## src/rtl/multicycle_control_if.sv

```systemverilog
// rtl/multicycle_control_if.sv - opcode/handshake inputs and datapath control outputs of the multi-cycle control FSM
interface multicycle_control_if #(
    parameter int OPCODE_W = 6,
    parameter int ALUOP_W  = 3,
    parameter int CNT_W    = 16
);
    logic [OPCODE_W-1:0] opcode;
    logic                mem_ready;
    logic                stall;

    logic                PCWrite;
    logic                PCWriteCond;
    logic                BranchNe;
    logic                IorD;
    logic                MemRead;
    logic                MemWrite;
    logic                IRWrite;
    logic                MemtoReg;
    logic                RegDst;
    logic                RegWrite;
    logic                ALUsrcA;
    logic [1:0]          PCSource;
    logic [1:0]          ALUsrcB;
    logic [ALUOP_W-1:0]  ALUop;
    logic [2:0]          state;
    logic                illegal;
    logic [CNT_W-1:0]    instr_count;

    modport master (
        output opcode, mem_ready, stall,
        input  PCWrite, PCWriteCond, BranchNe, IorD, MemRead, MemWrite, IRWrite,
               MemtoReg, RegDst, RegWrite, ALUsrcA, PCSource, ALUsrcB, ALUop,
               state, illegal, instr_count
    );

    modport slave (
        input  opcode, mem_ready, stall,
        output PCWrite, PCWriteCond, BranchNe, IorD, MemRead, MemWrite, IRWrite,
               MemtoReg, RegDst, RegWrite, ALUsrcA, PCSource, ALUsrcB, ALUop,
               state, illegal, instr_count
    );
endinterface

```

## src/rtl/multicycle_control.sv

```systemverilog
// rtl/multicycle_control.sv - multi-cycle MIPS main control FSM (FETCH/DECODE/EXEC/MEM/WB)
module multicycle_control #(
    parameter int OPCODE_W = 6,
    parameter int ALUOP_W  = 3,
    parameter int CNT_W    = 16
) (
    input logic               clk,
    input logic               reset,
    multicycle_control_if.slave bus
);
    typedef enum logic [2:0] {
        S_FETCH  = 3'd0,
        S_DECODE = 3'd1,
        S_EXEC   = 3'd2,
        S_MEM    = 3'd3,
        S_WB     = 3'd4
    } state_t;

    localparam logic [OPCODE_W-1:0] OP_R    = OPCODE_W'(6'b000000);
    localparam logic [OPCODE_W-1:0] OP_J    = OPCODE_W'(6'b000010);
    localparam logic [OPCODE_W-1:0] OP_BEQ  = OPCODE_W'(6'b000100);
    localparam logic [OPCODE_W-1:0] OP_BNE  = OPCODE_W'(6'b000101);
    localparam logic [OPCODE_W-1:0] OP_ADDI = OPCODE_W'(6'b001000);
    localparam logic [OPCODE_W-1:0] OP_LW   = OPCODE_W'(6'b100011);
    localparam logic [OPCODE_W-1:0] OP_SW   = OPCODE_W'(6'b101011);

    localparam logic [ALUOP_W-1:0] ALU_ADD   = ALUOP_W'(3'b000);
    localparam logic [ALUOP_W-1:0] ALU_SUB   = ALUOP_W'(3'b001);
    localparam logic [ALUOP_W-1:0] ALU_FUNCT = ALUOP_W'(3'b010);

    state_t              state_q, state_d;
    logic [OPCODE_W-1:0] op_q, op_d;
    logic [CNT_W-1:0]    cnt_q, cnt_d;
    logic                retire;
    logic                legal;

    always_comb begin
        legal = (bus.opcode == OP_R)   || (bus.opcode == OP_J)    ||
                (bus.opcode == OP_BEQ) || (bus.opcode == OP_BNE)  ||
                (bus.opcode == OP_ADDI)|| (bus.opcode == OP_LW)   ||
                (bus.opcode == OP_SW);
    end

    always_comb begin
        state_d = state_q;
        op_d    = op_q;
        retire  = 1'b0;
        case (state_q)
            S_FETCH:  if (bus.mem_ready) state_d = S_DECODE;
            S_DECODE: begin
                op_d    = bus.opcode;
                state_d = legal ? S_EXEC : S_FETCH;
            end
            S_EXEC: begin
                if (op_q == OP_LW || op_q == OP_SW)       state_d = S_MEM;
                else if (op_q == OP_ADDI || op_q == OP_R) state_d = S_WB;
                else begin
                    state_d = S_FETCH;
                    retire  = 1'b1;
                end
            end
            S_MEM: begin
                if (bus.mem_ready) begin
                    state_d = (op_q == OP_LW) ? S_WB : S_FETCH;
                    retire  = (op_q != OP_LW);
                end
            end
            S_WB: begin
                state_d = S_FETCH;
                retire  = 1'b1;
            end
            default: state_d = S_FETCH;
        endcase
        // stall freezes all architectural state, taking priority over mem_ready
        if (bus.stall) begin
            state_d = state_q;
            op_d    = op_q;
            retire  = 1'b0;
        end
        cnt_d = cnt_q + CNT_W'(retire);
    end

    always_ff @(posedge clk) begin
        if (reset) begin
            state_q <= S_FETCH;
            op_q    <= '0;
            cnt_q   <= '0;
        end else begin
            state_q <= state_d;
            op_q    <= op_d;
            cnt_q   <= cnt_d;
        end
    end

    always_comb begin
        bus.PCWrite     = 1'b0;
        bus.PCWriteCond = 1'b0;
        bus.BranchNe    = 1'b0;
        bus.IorD        = 1'b0;
        bus.MemRead     = 1'b0;
        bus.MemWrite    = 1'b0;
        bus.IRWrite     = 1'b0;
        bus.MemtoReg    = 1'b0;
        bus.RegDst      = 1'b0;
        bus.RegWrite    = 1'b0;
        bus.ALUsrcA     = 1'b0;
        bus.PCSource    = 2'b00;
        bus.ALUsrcB     = 2'b00;
        bus.ALUop       = ALU_ADD;
        bus.illegal     = 1'b0;
        if (!reset) begin
            case (state_q)
                S_FETCH: begin
                    bus.MemRead = 1'b1;
                    bus.ALUsrcB = 2'b01;
                    bus.IRWrite = bus.mem_ready;
                    bus.PCWrite = bus.mem_ready;
                end
                S_DECODE: begin
                    bus.ALUsrcB = 2'b11;
                    bus.illegal = !legal;
                end
                S_EXEC: begin
                    if (op_q == OP_J) begin
                        bus.PCWrite  = 1'b1;
                        bus.PCSource = 2'b10;
                    end else if (op_q == OP_BEQ || op_q == OP_BNE) begin
                        bus.ALUsrcA     = 1'b1;
                        bus.ALUop       = ALU_SUB;
                        bus.PCWriteCond = 1'b1;
                        bus.PCSource    = 2'b01;
                        bus.BranchNe    = (op_q == OP_BNE);
                    end else if (op_q == OP_R) begin
                        bus.ALUsrcA = 1'b1;
                        bus.ALUop   = ALU_FUNCT;
                    end else begin
                        bus.ALUsrcA = 1'b1;
                        bus.ALUsrcB = 2'b10;
                    end
                end
                S_MEM: begin
                    // MemWrite is held across wait cycles; memory treats it as one access
                    bus.IorD     = 1'b1;
                    bus.MemRead  = (op_q == OP_LW);
                    bus.MemWrite = (op_q == OP_SW);
                end
                S_WB: begin
                    bus.RegWrite = 1'b1;
                    bus.MemtoReg = (op_q == OP_LW);
                    bus.RegDst   = (op_q == OP_R);
                end
                default: ;
            endcase
            if (bus.stall) begin
                bus.PCWrite     = 1'b0;
                bus.PCWriteCond = 1'b0;
                bus.IRWrite     = 1'b0;
                bus.MemWrite    = 1'b0;
                bus.RegWrite    = 1'b0;
                bus.illegal     = 1'b0;
            end
        end
    end

    assign bus.state       = reset ? 3'd0 : 3'(state_q);
    assign bus.instr_count = reset ? '0 : cnt_q;
endmodule
```

## src/flat_wrapper.sv

```systemverilog
// flat-port wrapper written by rule: the top's interface ports become plain ports
module multicycle_control_flat 
#(
    parameter int OPCODE_W = 6,
    parameter int ALUOP_W  = 3,
    parameter int CNT_W    = 16
)
  (clk, reset, bus_opcode, bus_mem_ready, bus_stall, bus_PCWrite, bus_PCWriteCond, bus_BranchNe, bus_IorD, bus_MemRead, bus_MemWrite, bus_IRWrite, bus_MemtoReg, bus_RegDst, bus_RegWrite, bus_ALUsrcA, bus_PCSource, bus_ALUsrcB, bus_ALUop, bus_state, bus_illegal, bus_instr_count);
  multicycle_control_if #(.OPCODE_W(OPCODE_W), .ALUOP_W(ALUOP_W), .CNT_W(CNT_W)) bus_i ();
  input logic clk;
  input logic reset;
  input wire logic [$bits(bus_i.opcode)-1:0] bus_opcode;
  input wire logic [$bits(bus_i.mem_ready)-1:0] bus_mem_ready;
  input wire logic [$bits(bus_i.stall)-1:0] bus_stall;
  output wire logic [$bits(bus_i.PCWrite)-1:0] bus_PCWrite;
  output wire logic [$bits(bus_i.PCWriteCond)-1:0] bus_PCWriteCond;
  output wire logic [$bits(bus_i.BranchNe)-1:0] bus_BranchNe;
  output wire logic [$bits(bus_i.IorD)-1:0] bus_IorD;
  output wire logic [$bits(bus_i.MemRead)-1:0] bus_MemRead;
  output wire logic [$bits(bus_i.MemWrite)-1:0] bus_MemWrite;
  output wire logic [$bits(bus_i.IRWrite)-1:0] bus_IRWrite;
  output wire logic [$bits(bus_i.MemtoReg)-1:0] bus_MemtoReg;
  output wire logic [$bits(bus_i.RegDst)-1:0] bus_RegDst;
  output wire logic [$bits(bus_i.RegWrite)-1:0] bus_RegWrite;
  output wire logic [$bits(bus_i.ALUsrcA)-1:0] bus_ALUsrcA;
  output wire logic [$bits(bus_i.PCSource)-1:0] bus_PCSource;
  output wire logic [$bits(bus_i.ALUsrcB)-1:0] bus_ALUsrcB;
  output wire logic [$bits(bus_i.ALUop)-1:0] bus_ALUop;
  output wire logic [$bits(bus_i.state)-1:0] bus_state;
  output wire logic [$bits(bus_i.illegal)-1:0] bus_illegal;
  output wire logic [$bits(bus_i.instr_count)-1:0] bus_instr_count;
  assign bus_i.opcode = bus_opcode;
  assign bus_i.mem_ready = bus_mem_ready;
  assign bus_i.stall = bus_stall;
  assign bus_PCWrite = bus_i.PCWrite;
  assign bus_PCWriteCond = bus_i.PCWriteCond;
  assign bus_BranchNe = bus_i.BranchNe;
  assign bus_IorD = bus_i.IorD;
  assign bus_MemRead = bus_i.MemRead;
  assign bus_MemWrite = bus_i.MemWrite;
  assign bus_IRWrite = bus_i.IRWrite;
  assign bus_MemtoReg = bus_i.MemtoReg;
  assign bus_RegDst = bus_i.RegDst;
  assign bus_RegWrite = bus_i.RegWrite;
  assign bus_ALUsrcA = bus_i.ALUsrcA;
  assign bus_PCSource = bus_i.PCSource;
  assign bus_ALUsrcB = bus_i.ALUsrcB;
  assign bus_ALUop = bus_i.ALUop;
  assign bus_state = bus_i.state;
  assign bus_illegal = bus_i.illegal;
  assign bus_instr_count = bus_i.instr_count;
  multicycle_control #(.OPCODE_W(OPCODE_W), .ALUOP_W(ALUOP_W), .CNT_W(CNT_W)) u_core (.clk(clk), .reset(reset), .bus(bus_i));
endmodule
```

## config.mk

```make
export PLATFORM = sky130hd
export DESIGN_NAME = multicycle_control_flat
export DESIGN_NICKNAME = d
export VERILOG_FILES = /design/src/rtl/multicycle_control_if.sv /design/src/rtl/multicycle_control.sv /design/src/flat_wrapper.sv
export SDC_FILE = /design/constraint.sdc
export NUM_CORES = 1
export LEC_CHECK = 0
export ABC_AREA = 1
export CORE_UTILIZATION = 42
export DETAILED_ROUTE_END_ITERATION = 10
export GPL_TIMING_DRIVEN = 0
export PLACE_DENSITY_LB_ADDON = 0.2
export SLEW_MARGIN = 10
export SYNTH_ARGS = -nofsm -noshare
export SYNTH_HDL_FRONTEND = slang
export SYNTH_SLANG_ARGS = --single-unit
```

## constraint.sdc

```tcl
create_clock -name clk -period 2 [get_ports clk]
set_clock_uncertainty 0.1 [all_clocks]
set_input_delay 0.3 -clock clk [delete_from_list [all_inputs] [get_ports clk]]
set_output_delay 0.3 -clock clk [all_outputs]
set_load 0.1 [all_outputs]
```

==> results.yml <==
placement:
  place_hpwl_mm: 3.18
  place.gp.congestion: 0.863
  numPortBuffers: 45
  post-place-ws_ns: -1.09
die:
  num_rows: 21
  fp.coreArea_um2: 3440
  die_area_um2: 3970
  die_x_um: 63.0
  die_h_um: 63.0
  start_util: 0.454
  ioPinCount: 48
clock_tree:
  clk_path_buf_depth: 2
  cts.sinks: 25
  htreeDepth: 1
  hold_buffers: 0
  numCtsBuffers: 3
  clk_pin_slew_ns: 0.09
  cts_root_buffer: "clkbuf_8"
  clk-insertion-delay-late_ns: 0.28
  cts_tree: "built"
critical_path:
  cp-start-kind: "flip-flop"
  cp_max_fo: 5
  endpoint_kind: "primary output"
  cp.arrival_ns: 1.72
  cp.required_ns: 1.60
  crit_type: "flip-flop to primary output"
sta:
  grt_setup_unrepaired: "true"
  worstMarginPinSlew_ns: 0.849
  worst_hold_slack_ns: 0.241
  max_slew_margin: 0.434
  hold_viol: 0
  maxSlewViolCount: 0
  postLayoutSetupSlackWorst_ns: -0.120
  setup_viol: 10
  period_needed_ns: 2.12
  tns_ns: -0.612
  fin_crit_sh: 1.06
  clock.fmax_mhz: 472
status:
  violations: "setup timing"
  status: "complete, but fails checks"
global_route:
  grt_pass1_vias: 1789
  grt_overflow: 0
  antenna_found_initial: 0
  grt_start_max_net_pins: 16
  grt.total_usage: 0.245
  grt_pass1_wl_mm: 7.71
power:
  leakage_uw: 0.000976
  p_per_area_nw_per_um2: 418
  vdd_drop_max_uv: 270
detailed_routing:
  ant_nets: 0
  wl_mm: 4.61
  drt_iter0_markers: 75
  vias: 1867
  drtPass1Iterations: 4
  vias_per_cell: 5.03
  drc_errors: 0
  wire_per_inst_um: 12.4
synth:
  synth_warnings: 0
  synth_edf_count: 0
  synth_xor_area_frac: 0
  ys_types: 25
  synth_mux_area_frac: 0
  synth_top_family_by_area: "simple AND/OR/NAND/NOR gates"
  ys_ff_latch: 25
  ys_async_sr_fraction: 0
  synthSimpleGateAreaFrac: 0.416
  yosys_most_used_dff: "dfxtp_1"
  netlist_instances: 265
  synth_compound_area_frac: 0.119
  synth.yosys.seq_area_share: 0.321
  synth_area_um2: 1560
  syn-num-nets: 277
  synthAdderAreaFrac: 0.0160
  avgSynthCellArea_um2: 5.89
finish:
  nets: 338
  multi_input_area_um2: 1180
  area_delta_synth_final_pct: 70.1
  diodes: 0
  ff_latch_area_um2: 514
  final_layout_size_suffix_gt1_frac: 0.375
  fillCellCount: 260
  fin_util: 0.772
hold_path:
  holdCritPathClass: "primary input to flip-flop"
flow_run:
  drv_cap: 0
==> timing repair <==
action / in CTS / in global routing
resized for setup: 213 / 41
buffers inserted: 6 / 5
pin swaps: 7 / 13
setup endpoints to repair: 49 / 26
==> where the power goes <==
part,internal (uW),switching [uW],total [uW]
sequential,508,16.0,524
clock,142,175,317
combinational,81.6,189,270
==> per-layer routing <==
layer,vias to the layer above,share of wire,GRT usage
li1,950,-,-
met1,859,0.44,0.296
met2,47,0.50,0.411
met3,11,0.036,0.0529
met4,0,0.022,0.105
met5,-,0,0
==> cell usage in the layout, fill, tap and decap left out, drive strengths merged, types with 2 or more instances in the layout <==
cell type	instances
nor2	66
nand2	62
inv	39
buf	33
dfxtp	25
a21oi	21
clkdlybuf4s15	18
nand3	14
o21ai	11
nand4	8
clkbuf	8
clkdlybuf4s50	7
clkinvlp	2
nor3	2
ha	2
==> cells in the mapped netlist, types with 2 or more instances <==
| library cell | count | area share |
|---|---|---|
| nor2_1 | 63 | 0.15 |
| nand2_1 | 61 | 0.15 |
| inv_1 | 38 | 0.091 |
| dfxtp_1 | 25 | 0.32 |
| a21oi_1 | 21 | 0.067 |
| nand3_1 | 13 | 0.042 |
| o21ai_0 | 11 | 0.035 |
| nand4_1 | 8 | 0.032 |
| clkbuf_1 | 4 | 0.0096 |
| nor2_2 | 3 | 0.012 |
| buf_4 | 2 | 0.0096 |
| ha_1 | 2 | 0.016 |
| inv_2 | 2 | 0.0048 |
==> per-stage QoR <==
| step | power (uW) | area (um^2) | instances |
|---|---|---|---|
| 3_3_place_gp | 770 | 2230 | 356 |
| 3_5_place_dp | 771 | 2230 | 356 |
| 2_1_floorplan | 710 | 1720 | 265 |
| 5_1_grt | 1160 | 2660 | 371 |
| 6_report | 1110 | 2660 | 371 |
| 4_1_cts | 1100 | 2510 | 366 |
==> critical path, cell delays in order (launching register included) <==
cell and delay [ns]:
dfxtp_4 0.42, inv_4 0.05, nor3_4 0.15, buf_6 0.15
buf_6 0.09, nand4_1 0.11, buf_6 0.16, a21oi_4 0.13
buf_12 0.19
==> layout make-up <==
| class | instances | share of cell area |
|---|---|---|
| multi-input combinational | 192 | 0.443 |
| clock buffer | 3 | 0.0155 |
| sequential | 25 | 0.194 |
| inverter | 40 | 0.0617 |
| buffer | 8 | 0.0217 |
| tap | 46 | 0.0217 |
| clock inverter | 1 | 0.00283 |
| timing repair buffer | 56 | 0.240 |
==> state kept, by name, indices dropped and copies added (netlist names) <==
signal and flops:
u_core.cnt_q 16, u_core.op_q 6, u_core.state_q 3
==> worst paths after layout <==
check,start,endpoint,slack [ns],cells past startpoint
max,u_core.state_q[1]$_SDFFE_PP0P_,bus_PCWrite,-0.12,8
min,reset,u_core.state_q[2]$_SDFFE_PP0P_,0.24,4
max reg2reg,u_core.state_q[1]$_SDFFE_PP0P_,u_core.cnt_q[10]$_SDFF_PP0_,-0.08,13
min reg2reg,u_core.cnt_q[15]$_SDFF_PP0_,u_core.cnt_q[15]$_SDFF_PP0_,0.40,2
==> logic make-up after synthesis <==
group	count (synthesis)
simple gates	154
other cells	1
flops	25
compound gates	35
fa+ha+maj	2
buf+inv	48
Power figures use the tool's default switching activity.
